File: config.mk
export PLATFORM = sky130hd
export DESIGN_NAME = ycbcr2rgb565_flat
export DESIGN_NICKNAME = d
export VERILOG_FILES = /design/src/rtl/ycbcr_pkg.sv /design/src/rtl/ycbcr2rgb565_if.sv /design/src/rtl/video_sync_dly.sv /design/src/rtl/ycbcr2rgb565.sv /design/src/flat_wrapper.sv
export SDC_FILE = /design/constraint.sdc
export NUM_CORES = 1
export LEC_CHECK = 0
export CAP_MARGIN = 20
export CORE_ASPECT_RATIO = 1.5
export CORE_MARGIN = 5
export CORE_UTILIZATION = 59
export DETAILED_ROUTE_END_ITERATION = 8
export DONT_BUFFER_PORTS = 1
export PLACE_DENSITY_LB_ADDON = 0.08
export REMOVE_ABC_BUFFERS = 1
export SYNTH_ARGS = -nofsm -noshare
export SYNTH_HDL_FRONTEND = slang
export SYNTH_SLANG_ARGS = --single-unit
File: constraint.sdc
create_clock -name clk -period 2.4 [get_ports clk]
set_clock_uncertainty 0.15 [all_clocks]
set_input_delay 0.48 -clock clk [delete_from_list [all_inputs] [get_ports clk]]
set_output_delay 0.48 -clock clk [all_outputs]
set_load 0.01 [all_outputs]
File: src/rtl/ycbcr_pkg.sv
// Shared YCbCr colour-space constants and helpers for the forward and inverse converters.
package ycbcr_pkg;

    localparam int K_R_CR     = 359;
    localparam int K_G_CB     = 88;
    localparam int K_G_CR     = 183;
    localparam int K_B_CB     = 454;
    localparam int SUM_W      = 18;
    localparam int CHROMA_OFS = 128;
    localparam int PIPE_LAT   = 4;

    typedef logic signed [SUM_W-1:0] sum_t;

    typedef struct packed {
        logic vsync;
        logic hsync;
        logic de;
    } sync_t;

    // Floor-divide a x256 fixed-point sum by 256 and clamp to an unsigned 8-bit level.
    function automatic logic [7:0] clamp_u8(input sum_t s);
        sum_t shifted;
        shifted = s >>> 8;
        if (shifted < 0) begin
            return 8'd0;
        end else if (shifted > sum_t'(255)) begin
            return 8'd255;
        end else begin
            return shifted[7:0];
        end
    endfunction

    // Add with saturation at 255, used by the rounding 888->565 reduction.
    function automatic logic [7:0] sat_add_u8(input logic [7:0] v, input logic [7:0] inc);
        logic [8:0] s;
        s = {1'b0, v} + {1'b0, inc};
        return s[8] ? 8'hFF : s[7:0];
    endfunction

endpackage

File: src/rtl/ycbcr2rgb565_if.sv
// Pixel bus for the YCbCr->RGB565 converter: YCbCr stream in, RGB565 stream out.
interface ycbcr2rgb565_if;

    logic       pre_frame_vsync;
    logic       pre_frame_hsync;
    logic       pre_frame_de;
    logic [7:0] img_y;
    logic [7:0] img_cb;
    logic [7:0] img_cr;

    logic       post_frame_vsync;
    logic       post_frame_hsync;
    logic       post_frame_de;
    logic [4:0] img_red;
    logic [5:0] img_green;
    logic [4:0] img_blue;

    // Source side: drives YCbCr pixels, consumes RGB565 pixels.
    modport master (
        output pre_frame_vsync, pre_frame_hsync, pre_frame_de,
        output img_y, img_cb, img_cr,
        input  post_frame_vsync, post_frame_hsync, post_frame_de,
        input  img_red, img_green, img_blue
    );

    // Converter side.
    modport slave (
        input  pre_frame_vsync, pre_frame_hsync, pre_frame_de,
        input  img_y, img_cb, img_cr,
        output post_frame_vsync, post_frame_hsync, post_frame_de,
        output img_red, img_green, img_blue
    );

endinterface

File: src/rtl/video_sync_dly.sv
// DEPTH-stage delay line for {vsync,hsync,de}, keeping timing aligned with a pixel pipeline.
module video_sync_dly #(
    parameter int DEPTH = 4
) (
    input  logic       clk,
    input  logic       rst_n,
    input  logic [2:0] sync_in,
    output logic [2:0] sync_out
);

    logic [DEPTH-1:0][2:0] sh_reg;

    always_ff @(posedge clk or negedge rst_n) begin
        if (!rst_n) begin
            sh_reg <= '0;
        end else begin
            sh_reg[0] <= sync_in;
            for (int i = 1; i < DEPTH; i++) begin
                sh_reg[i] <= sh_reg[i-1];
            end
        end
    end

    assign sync_out = sh_reg[DEPTH-1];

endmodule

File: src/rtl/ycbcr2rgb565.sv
// 4-stage YCbCr 4:4:4 -> RGB565 converter with saturation and blanking.
// Define YCBCR2RGB_ROUND_EN to round half-up in the 888->565 reduction (truncates otherwise).
module ycbcr2rgb565
    import ycbcr_pkg::*;
#(
    parameter bit BLANK_ZERO = 1'b1
) (
    input  logic                clk,
    input  logic                rst_n,
    ycbcr2rgb565_if.slave       bus
);

    localparam sum_t C_R_CR = sum_t'(K_R_CR);
    localparam sum_t C_G_CB = sum_t'(K_G_CB);
    localparam sum_t C_G_CR = sum_t'(K_G_CR);
    localparam sum_t C_B_CB = sum_t'(K_B_CB);

    // Stage 1: centred chroma and coefficient products
    logic signed [8:0] cb_s;
    logic signed [8:0] cr_s;
    sum_t              cb_x;
    sum_t              cr_x;

    assign cb_s = $signed({1'b0, bus.img_cb}) - $signed(9'(CHROMA_OFS));
    assign cr_s = $signed({1'b0, bus.img_cr}) - $signed(9'(CHROMA_OFS));
    assign cb_x = sum_t'(cb_s);
    assign cr_x = sum_t'(cr_s);

    sum_t p_y_reg;
    sum_t p_r_cr_reg;
    sum_t p_g_cb_reg;
    sum_t p_g_cr_reg;
    sum_t p_b_cb_reg;

    always_ff @(posedge clk or negedge rst_n) begin
        if (!rst_n) begin
            p_y_reg    <= '0;
            p_r_cr_reg <= '0;
            p_g_cb_reg <= '0;
            p_g_cr_reg <= '0;
            p_b_cb_reg <= '0;
        end else begin
            p_y_reg    <= sum_t'({2'b00, bus.img_y, 8'h00});
            p_r_cr_reg <= cr_x * C_R_CR;
            p_g_cb_reg <= cb_x * C_G_CB;
            p_g_cr_reg <= cr_x * C_G_CR;
            p_b_cb_reg <= cb_x * C_B_CB;
        end
    end

    // Stage 2: channel sums; the bounded input range keeps them inside 18 bits
    sum_t s_r_reg;
    sum_t s_g_reg;
    sum_t s_b_reg;

    always_ff @(posedge clk or negedge rst_n) begin
        if (!rst_n) begin
            s_r_reg <= '0;
            s_g_reg <= '0;
            s_b_reg <= '0;
        end else begin
            s_r_reg <= p_y_reg + p_r_cr_reg;
            s_g_reg <= p_y_reg - p_g_cb_reg - p_g_cr_reg;
            s_b_reg <= p_y_reg + p_b_cb_reg;
        end
    end

    // Stage 3: floor shift and clamp to 8 bits
    logic [7:0] c_r_reg;
    logic [7:0] c_g_reg;
    logic [7:0] c_b_reg;

    always_ff @(posedge clk or negedge rst_n) begin
        if (!rst_n) begin
            c_r_reg <= '0;
            c_g_reg <= '0;
            c_b_reg <= '0;
        end else begin
            c_r_reg <= clamp_u8(s_r_reg);
            c_g_reg <= clamp_u8(s_g_reg);
            c_b_reg <= clamp_u8(s_b_reg);
        end
    end

    // Stage 4: 888 -> 565 reduction
    logic [4:0] r5_next;
    logic [5:0] g6_next;
    logic [4:0] b5_next;

`ifdef YCBCR2RGB_ROUND_EN
    logic [7:0] r_rnd;
    logic [7:0] g_rnd;
    logic [7:0] b_rnd;

    always_comb begin
        r_rnd   = sat_add_u8(c_r_reg, 8'd4);
        g_rnd   = sat_add_u8(c_g_reg, 8'd2);
        b_rnd   = sat_add_u8(c_b_reg, 8'd4);
        r5_next = 5'(r_rnd >> 3);
        g6_next = 6'(g_rnd >> 2);
        b5_next = 5'(b_rnd >> 3);
    end
`else
    always_comb begin
        r5_next = 5'(c_r_reg >> 3);
        g6_next = 6'(c_g_reg >> 2);
        b5_next = 5'(c_b_reg >> 3);
    end
`endif

    logic [4:0] o_r_reg;
    logic [5:0] o_g_reg;
    logic [4:0] o_b_reg;

    always_ff @(posedge clk or negedge rst_n) begin
        if (!rst_n) begin
            o_r_reg <= '0;
            o_g_reg <= '0;
            o_b_reg <= '0;
        end else begin
            o_r_reg <= r5_next;
            o_g_reg <= g6_next;
            o_b_reg <= b5_next;
        end
    end

    // Timing signals ride a matching delay line so they stay pixel-aligned.
    logic [2:0] sync_out;

    video_sync_dly #(
        .DEPTH (PIPE_LAT)
    ) u_sync_dly (
        .clk      (clk),
        .rst_n    (rst_n),
        .sync_in  ({bus.pre_frame_vsync, bus.pre_frame_hsync, bus.pre_frame_de}),
        .sync_out (sync_out)
    );

    logic blank;

    assign bus.post_frame_vsync = sync_out[2];
    assign bus.post_frame_hsync = sync_out[1];
    assign bus.post_frame_de    = sync_out[0];

    // sync_out[0] is the de that belongs to the stage-4 pixel.
    assign blank         = BLANK_ZERO && !sync_out[0];
    assign bus.img_red   = blank ? '0 : o_r_reg;
    assign bus.img_green = blank ? '0 : o_g_reg;
    assign bus.img_blue  = blank ? '0 : o_b_reg;

endmodule

File: src/flat_wrapper.sv
// flat-port wrapper written by rule: the top's interface ports become plain ports
module ycbcr2rgb565_flat import ycbcr_pkg::*;
#(
    parameter bit BLANK_ZERO = 1'b1
)
  (clk, rst_n, bus_pre_frame_vsync, bus_pre_frame_hsync, bus_pre_frame_de, bus_img_y, bus_img_cb, bus_img_cr, bus_post_frame_vsync, bus_post_frame_hsync, bus_post_frame_de, bus_img_red, bus_img_green, bus_img_blue);
  ycbcr2rgb565_if bus_i ();
  input  logic clk;
  input  logic rst_n;
  input wire logic [$bits(bus_i.pre_frame_vsync)-1:0] bus_pre_frame_vsync;
  input wire logic [$bits(bus_i.pre_frame_hsync)-1:0] bus_pre_frame_hsync;
  input wire logic [$bits(bus_i.pre_frame_de)-1:0] bus_pre_frame_de;
  input wire logic [$bits(bus_i.img_y)-1:0] bus_img_y;
  input wire logic [$bits(bus_i.img_cb)-1:0] bus_img_cb;
  input wire logic [$bits(bus_i.img_cr)-1:0] bus_img_cr;
  output wire logic [$bits(bus_i.post_frame_vsync)-1:0] bus_post_frame_vsync;
  output wire logic [$bits(bus_i.post_frame_hsync)-1:0] bus_post_frame_hsync;
  output wire logic [$bits(bus_i.post_frame_de)-1:0] bus_post_frame_de;
  output wire logic [$bits(bus_i.img_red)-1:0] bus_img_red;
  output wire logic [$bits(bus_i.img_green)-1:0] bus_img_green;
  output wire logic [$bits(bus_i.img_blue)-1:0] bus_img_blue;
  assign bus_i.pre_frame_vsync = bus_pre_frame_vsync;
  assign bus_i.pre_frame_hsync = bus_pre_frame_hsync;
  assign bus_i.pre_frame_de = bus_pre_frame_de;
  assign bus_i.img_y = bus_img_y;
  assign bus_i.img_cb = bus_img_cb;
  assign bus_i.img_cr = bus_img_cr;
  assign bus_post_frame_vsync = bus_i.post_frame_vsync;
  assign bus_post_frame_hsync = bus_i.post_frame_hsync;
  assign bus_post_frame_de = bus_i.post_frame_de;
  assign bus_img_red = bus_i.img_red;
  assign bus_img_green = bus_i.img_green;
  assign bus_img_blue = bus_i.img_blue;
  ycbcr2rgb565 #(.BLANK_ZERO(BLANK_ZERO)) u_core (.clk(clk), .rst_n(rst_n), .bus(bus_i));
endmodule
### Word level (Yosys, flattened, before mapping)

Index checks and enable logic that the tools add are counted.

* logic and storage cells: 43
* latch bits: 0
* register bits after elaboration: 182
* RAM bits: 0
* memories: 0
* ROM bits: 0
* bits of input ports: 29
* output and inout port bits: 19

* multiply operators: 4
* $add $sub $neg: 6
* $lt $le $gt $ge: 6
* multiplexer cells: 9
* div/mod/pow operators: 0
* equality and inequality tests: 0
* bitwise operators: 0
* reduce and logical (&&, ||, !) cells: 0
* shift operators: 0

Operators by type and width (count)
* 2-to-1 mux 8 bit: 6
* adder 17 x 18 -> 18 bit: 2
* > comparator 10 x 9 -> 1 bit, second input constant: 3
* less-than comparator 10 x 1 -> 1 bit, second input constant: 3
* multiplier 9 x 10 -> 18 bit, second input constant: 1
* multiplier 9 x 9 -> 18 bit, second input constant: 1
* subtractor 17 x 18 -> 18 bit: 1
* subtractor 18 bit: 1
* subtractor 8 x 8 -> 9 bit, second input constant: 2
* multiplier 9 x 9 -> 17 bit, second input constant: 1
* multiplier 9 x 5 -> 14 bit, second input constant: 1
* 2-to-1 mux 5 bit: 2
* 2-to-1 mux 6 bit: 1

### Depth between registers and ports, before layout

Gate-level depths: netlist (run 1).

* depth after elaboration: 3
* depth in mapped cells: 17

### By module

Synthesis (run 1) repeated with hierarchy kept, for this count alone.

* cells, all modules: 904
* area total of the unflattened synthesis: 9634.2 um2

Modules (own cells, without submodules)
* ycbcr2rgb565: seq. area each 2852.7 um2, instances 1, cells an instance 889, area an instance 9311.4 um2
* video_sync_dly: seq. area each 300.3 um2, instances 1, cells an instance 15, area an instance 322.8 um2

### Least setup slack after synthesis (run 1)

No wires, ideal clock.

* path type: input-to-reg
* start: in bus_img_cr[6]
* end: reg u_core.p_r_cr_reg[17]
* arrival: 4.348 ns
* library setup time: 0.126 ns
* path buffers: 0
* data required time: 2.124 ns
* stages: 17
* path slack: -2.224 ns
* path through: inv_1 > ha_1 > inv_1 > ha_1 > fa_1 > fa_1 > inv_1 > fa_1 > inv_1 > ha_1 > nand2_1 > or4b_1 > nand3_1 > a41oi_1 > o31ai_1 > a21oi_1 > xnor2_1

* longest elaborated chain between the ends: 2

RTL lines
* start: declaration: line flat_wrapper.sv:15 `input wire logic [$bits(bus_i.img_cr)-1:0] bus_img_cr;`
* subtractor 8 x 8 -> 9 bit: line ycbcr2rgb565.sv:25 `assign cr_s = $signed({1'b0, bus.img_cr}) - $signed(9'(CHROMA_OFS));`
* multiplier 9 x 10 -> 18 bit: line ycbcr2rgb565.sv:44 `p_r_cr_reg <= cr_x * C_R_CR;`
* end signal: assignment: line ycbcr2rgb565.sv:44
* end: declaration: line ycbcr2rgb565.sv:30 `sum_t p_r_cr_reg;`

Every way passes these cells.

### Worst setup path after layout (run 1)

* start: in bus_img_cr[2]
* end: reg u_core.p_r_cr_reg[17]

Same word-level chain as after synthesis.

==> results of run 1 <==
worst max-delay path: cells and delay by family:
family	cells	cell delay, ns
xor+xnor	1	0.20
simple gates	3	0.63
fa+ha+maj	6	2.28
buf+inv	2	0.09
compound gates	3	0.43
power breakdown:
part	total [mW]	internal (mW)	leakage, nW	switching [mW]
clock network	2.82	1.70	0.316	1.12
registers	3.38	3.02	1.49	0.358
logic	10.5	5.29	4.87	5.21
kinds of logic (layout without fill, tap and decap cells):
family / count (synthesis) / after routing / synth area share, %
and+or+nand+nor: 164 / 164 / 7.991
adders and majority gates: 248 / 248 / 36.96
muxes: 6 / 6 / 0.6118
AOI/OAI and AO/OA: 122 / 122 / 8.259
xor gates and xnor gates: 71 / 71 / 6.334
buffers and inverters: 202 / 415 / 7.724
DFF: 126 / 126 / 32.12
cell usage in the layout (no fill, tap or decap), types with 17 or more instances in the layout:
master	netlist	layout
a21o_1	18	18
a21oi_1	34	19
and2_1	18	17
buf_4	0	146
buf_6	0	24
clkbuf_16	0	17
dfrtp_1	126	126
fa_1	70	63
ha_1	178	126
ha_4	0	48
inv_1	198	154
inv_2	1	38
nand2_1	28	24
nor2_1	71	58
xnor2_1	53	45
xor2_1	18	18
path summary, 6_finish.rpt:
path | from | to | slack [ns] | cells after the start
max | bus_img_cr[2] | u_core.p_r_cr_reg[17]$_DFF_PN0_ | -1.55 | 15
min | rst_n | u_core.o_r_reg[4]$_DFF_PN0_ | -0.41 | 0
max in group asynchronous | rst_n | u_core.p_b_cb_reg[16]$_DFF_PN0_ | 2.32 | 0
min in group clk | bus_img_cb[7] | u_core.p_g_cb_reg[16]$_DFF_PN0_ | 0.02 | 1
min reg2reg | u_core.u_sync_dly.sh_reg[2]$_DFF_PN0_ | u_core.u_sync_dly.sh_reg[5]$_DFF_PN0_ | 0.20 | 0
max reg2reg | u_core.p_g_cb_reg[4]$_DFF_PN0_ | u_core.s_g_reg[16]$_DFF_PN0_ | -0.23 | 10
stage by stage:
stage | util [%] | TNS, ns | area [um^2] | hold WS, ns
6_report | 82.56 | -37.22 | 13430 | -0.4065
5_1_grt | 82.56 | -41.02 | 13430 | -0.4156
4_1_cts | 79.02 | -35.42 | 12850 | -0.4155
3_5_place_dp | 68.17 | -61.53 | 11080 | 0.03760
3_3_place_gp | 68.17 | -58.94 | 11080 | 0.03715
2_1_floorplan | - | -52.53 | 9806 | 0.03441
cell type report:
| class | count | area share [%] |
|---|---|---|
| multi-input combinational | 611 | 52.58 |
| sequential | 126 | 23.49 |
| timing repair buffer | 184 | 11.30 |
| inverter | 199 | 5.946 |
| clock buffer | 17 | 3.169 |
| tap | 206 | 1.920 |
| clock inverter | 15 | 1.603 |
per-layer routing:
metal  global-route usage, %  routed length, um  up-vias
li1                        -                  -     3421
met1                   25.59               8704     3608
met2                   50.33              14600      161
met3                   3.806                750       97
met4                   13.84               1592        0
met5                       0                  0        -
what timing repair did:
item / CTS / global route
endpoints found under the setup margin: 48 / 49
setup buffers: 13 / 30
endpoints found under the hold margin: 139 / 126
gates resized for setup: 178 / 91
pin swaps: 105 / 79
==> impl_metrics.tcl, run 1 <==
set metrics [dict create \
    yosysTopAreaCell "dfrtp_1" \
    period_share_pct 164.7 \
    drive_gt1_share_pct 34.03 \
    path_clk_slew_ns 0.06 \
    pre_cts_ws_ns -2.276 \
    grt_setup_unrepaired "true" \
    n_fill_cell 896 \
    worstSetupEndpointType "register" \
    dieArea_mm2 0.01937 \
    avgSynthCellArea_um2 10.45 \
    clk_latency_ns 0.43 \
    drc 0 \
    post-dp-hpwl_um 17630 \
    overflow 0 \
    routedWlPerCell_um 18.89 \
    cts_buffer_depth 2 \
    h-tree-depth 4 \
    multi_input_area_mm2 0.007059 \
    fp.dieH_um 168.0 \
    drt-vias-per-instance 5.366 \
    async_reset_ff_share_pct 100.0 \
    vias 7287 \
    synth_area_mm2 0.009817 \
    slowest_stage "fa_1" \
    core_area_mm2 0.01626 \
    failed_checks "hold timing, setup timing" \
    largest_register_ffs 16 \
    fin_nets 1416 \
    yosysWarnings 0 \
    antenna_left 0 \
    critPathRequiredTime_ns 2.58 \
    drt_wl_total_um 25650 \
    cp_cell_sequence "ha_4 -> ha_4 -> fa_1 -> fa_1 -> inv_2 -> fa_1 -> inv_2 -> ha_4 -> nand2_2 -> or4b_4 -> nand3_4 -> a41oi_4 -> o31ai_2 -> a21oi_1 -> xnor2_1" \
    crit_path_start_kind "input port" \
    max_freq_ghz 0.2530 \
    cts_tree "done" \
    clkSinkCount 126 \
    initialDrtViolationCount 381 \
    grt_max_degree 127 \
    gp_congestion 0.8587 \
    cp.arrival_ns 4.13 \
    cp_max_fo 12 \
    syn2layout_area_growth_pct 36.76 \
    min_path_type "in2async" \
    clockRootBuffer "clkbuf_16" \
    hold_ws_ns -0.4065 \
    dp.cells 1278 \
    synth_top_cell_area_share_pct 32.12 \
    grt_pass1_wl_um 38850 \
    std_cell_rows 57 \
    fin_crit_ns 3.953 \
    syn-instance-count 939 \
    synthFlopType "dfrtp_1" \
    grtUsageTotal_pct 25.96 \
    p_per_area_mw_per_mm2 1243 \
    first_pass_iters 4 \
    seq_area_mm2 0.003153 \
    synthTopCellsByArea "dfrtp_1 32%, ha_1 23%, fa_1 14%" \
    vdd_drop_max_mv 0.7857 \
    yosysSeqAreaShare_pct 32.12 \
    status "finished with violations" \
    yosysUniqueCellTypes 47 \
    antenna_found_initial 0 \
    ctsHoldBuffers 13 \
    relSlewSlack_pct 37.66 \
    synth_edf_count 0 \
    synth_seq_cells 126 \
    p_leak_nw 6.679 \
    antenna_cells 0 \
    slowest_delay_ns 0.55 \
    worst_pin_slew_ns 0.9115 \
    crit_type "in2reg" \
    die_w_um 115.3 \
    grt_pass1_vias 7941 \
    finalHoldViolCount 126 \
    drv_cap 0 \
    final_cells 1358 \
    start_util_pct 60.37 \
    ioPinCount 48 \
    drv_slew 0 \
    worst_slack_ns -1.553 \
    cts_buffers 17 \
    setup_violations 42 \
    port_buffers 0 \
    synthMostInstantiatedCell "inv_1" \
    synth_common_cells "198 x inv_1, 178 x ha_1, 126 x dfrtp_1, 71 x nor2_1, 70 x fa_1" \
    p_total_mw 16.69 \
]
Note: power is estimated with default switching activity, not from simulation.
==> run 2, diff against run 1 <==
--- a/config.mk
+++ b/config.mk
@@ -8,7 +8,7 @@
 export CAP_MARGIN = 20
 export CORE_ASPECT_RATIO = 1.5
 export CORE_MARGIN = 5
-export CORE_UTILIZATION = 59
+export CORE_UTILIZATION = 60
 export DETAILED_ROUTE_END_ITERATION = 8
 export DONT_BUFFER_PORTS = 1
 export PLACE_DENSITY_LB_ADDON = 0.08
==> constraint.sdc (replaced) <==
create_clock -name clk -period 3.7 [get_ports clk]
set_clock_uncertainty 0.15 [all_clocks]
set_input_delay 0.74 -clock clk [delete_from_list [all_inputs] [get_ports clk]]
set_output_delay 0.74 -clock clk [all_outputs]
set_load 0.01 [all_outputs]
==> run 2 against run 1 <==
Against the previous run:
- the flow still finishes with violations (hold timing, setup timing)
- non-clock buffer count decreased by 74
- via count down 7.2%
- worst hold slack better by 0.26 ns
- register-to-register slack improved by 1.0 ns
- power decreased by 45%
- clock-buffer cell count is the same
- critical path depth grew 3
- global-route usage shrank 2.4 points
- setup slack improved by 0.84 ns
- flip-flop and latch count unchanged
- sequential power decreased by 35%
- routed wire length down 15%
- largest cell class unchanged
- highest routed layer is now met5
==> impl_metrics.tcl, run 2 (synthesis gave the netlist of run 1 again) <==
set metrics [dict create \
    overflow 0 \
    slowest_delay_ns 0.55 \
    worst_slack_ns -0.7150 \
    finalInstanceArea_mm2 0.01205 \
    reg2reg_slack_ns 0.77 \
    antenna_cells 0 \
    cp_cell_sequence "clkinvlp_4 -> ha_4 -> inv_4 -> ha_4 -> fa_1 -> fa_1 -> inv_2 -> fa_1 -> inv_2 -> ha_4 -> nand2_2 -> or4b_4 -> nand3_4 -> a41oi_2 -> buf_4 -> nor2_4 -> and3_4 -> nor3_2" \
    antenna_left 0 \
    dieArea_mm2 0.01907 \
    failed_checks "hold timing, setup timing" \
    gp_congestion 0.9301 \
    r2r_cells 9 \
    largest_register_ffs 16 \
    path_delay_family "adder cells" \
    clk_latency_ns 0.42 \
    max_freq_ghz 0.2265 \
    setup_violations 20 \
    p_per_area_mw_per_mm2 765.3 \
    fin_nets 1342 \
    ioPinCount 48 \
    antenna_found_initial 1 \
    grt_setup_unrepaired "true" \
    slowest_stage "or4b_4" \
    std_cell_rows 57 \
    routedWlPerCell_um 16.99 \
    cp_max_fo 8 \
    cts_tree "done" \
    grt_pass1_wl_um 35410 \
    drv_slew 0 \
    clkSinkCount 126 \
    port_buffers 0 \
    drv_cap 0 \
    final_common_cell "inv_1" \
    drt-vias-per-instance 5.264 \
    fin_crit_ns 4.415 \
    vdd_drop_max_mv 0.5091 \
    r2r-start "u_core.p_g_cr_reg[6]$_DFF_PN0_" \
    min_path_type "in2async" \
    cp.arrival_ns 4.57 \
    hold_ws_ns -0.1421 \
    grt_max_degree 127 \
    first_pass_iters 4 \
    period_share_pct 119.3 \
    fp.dieH_um 166.7 \
    drive_gt1_share_pct 21.52 \
    path_clk_slew_ns 0.07 \
    cts_buffer_depth 2 \
    initialDrtViolationCount 275 \
    crit_path_start_kind "input port" \
    critPathRequiredTime_ns 3.86 \
    status "finished with violations" \
    dpl_cell_area_mm2 0.01077 \
    worstSetupEndpointType "register" \
    drt_wl_total_um 21820 \
    grtUsageTotal_pct 23.57 \
    reg2reg_to "u_core.s_g_reg[17]$_DFF_PN0_" \
    crit_type "in2reg" \
    clockRootBuffer "clkbuf_16" \
    final_cell_mix "177 x inv_1, 156 x ha_1, 126 x dfrtp_1" \
    grt_pass1_vias 7469 \
    start_util_pct 60.91 \
    p_leak_nw 6.236 \
    drc 0 \
    core_area_mm2 0.01612 \
    h-tree-depth 4 \
    cts_buffers 17 \
    relSlewSlack_pct 62.06 \
    post-dp-hpwl_um 16780 \
    die_w_um 114.4 \
    finalHoldViolCount 126 \
    vias 6759 \
    n_fill_cell 1124 \
    syn2layout_area_growth_pct 22.72 \
    worst_pin_slew_ns 0.5648 \
    cp_num_buf_inv 5 \
]
==> run 2: cell count changes in the layout (fill, tap and decap cells not counted), moves of 13 or more <==
| cell | delta |
|---|---|
| ha_4 | -28 |
| buf_6 | -14 |
| ha_1 | +30 |
| inv_1 | +23 |
| inv_2 | -22 |
| dlygate4sd3_1 | -13 |
| buf_4 | -46 |
==> run 2: timing repair <==
action                                  in CTS  in global routing
endpoints found under the hold margin      126                126
pin swaps                                   55                 51
setup buffers                                7                 10
gates resized for setup                     80                 36
endpoints found under the setup margin      24                 24
==> run 2: stage by stage <==
step	util, %	setup TNS, ns	worst slack [ns]	instances	power (mW)
5_1_grt	74.75	-9.526	-0.8507	1284	9.965
2_1_floorplan	-	-17.09	-1.184	936	5.426
4_1_cts	73.41	-6.602	-0.6748	1275	9.075
3_3_place_gp	66.81	-20.07	-1.095	1236	6.663
3_5_place_dp	66.81	-22.36	-1.228	1236	6.850
6_report	74.75	-6.993	-0.7150	1284	9.221
==> run 2: per-layer routing <==
layer | wire, um | global-route usage, % | vias to the layer above
li1 | - | - | 3267
met1 | 7582 | 23.48 | 3343
met3 | 477 | 3.085 | 48
met2 | 12910 | 46.57 | 99
met5 | 13 | 0 | -
met4 | 832 | 10.59 | 2
==> run 2: final cells by class <==
cell class	instances	area, um^2	share of cell area (%)
Sequential cell	126	3153	26.17
Inverter	199	773.2	6.418
Tap cell	206	257.7	2.139
Clock buffer	17	425.4	3.531
Clock inverter	15	190.2	1.579
Multi-Input combinational cell	611	6385	53.00
Timing Repair Buffer	110	863.3	7.166
==> run 2: report_power, final <==
group          internal [mW]  switching, mW
clock                  0.976          0.726
sequential              1.96          0.229
combinational           2.60           2.73
==> run 2: worst max-delay path by stage <==
stage / end / startpoint / slack, ns / cells past startpoint
6_report: u_core.p_r_cr_reg[16]$_DFF_PN0_ / bus_img_cr[6] / -0.72 / 18
5_1_grt: u_core.p_r_cr_reg[16]$_DFF_PN0_ / bus_img_cr[6] / -0.85 / 18
4_1_cts: u_core.p_r_cr_reg[17]$_DFF_PN0_ / bus_img_cr[6] / -0.67 / 17
3_5_place_dp: u_core.p_r_cr_reg[17]$_DFF_PN0_ / bus_img_cr[6] / -1.23 / 17
3_3_place_gp: u_core.p_r_cr_reg[17]$_DFF_PN0_ / bus_img_cr[1] / -1.09 / 15
2_1_floorplan: u_core.p_r_cr_reg[17]$_DFF_PN0_ / bus_img_cr[6] / -1.18 / 17
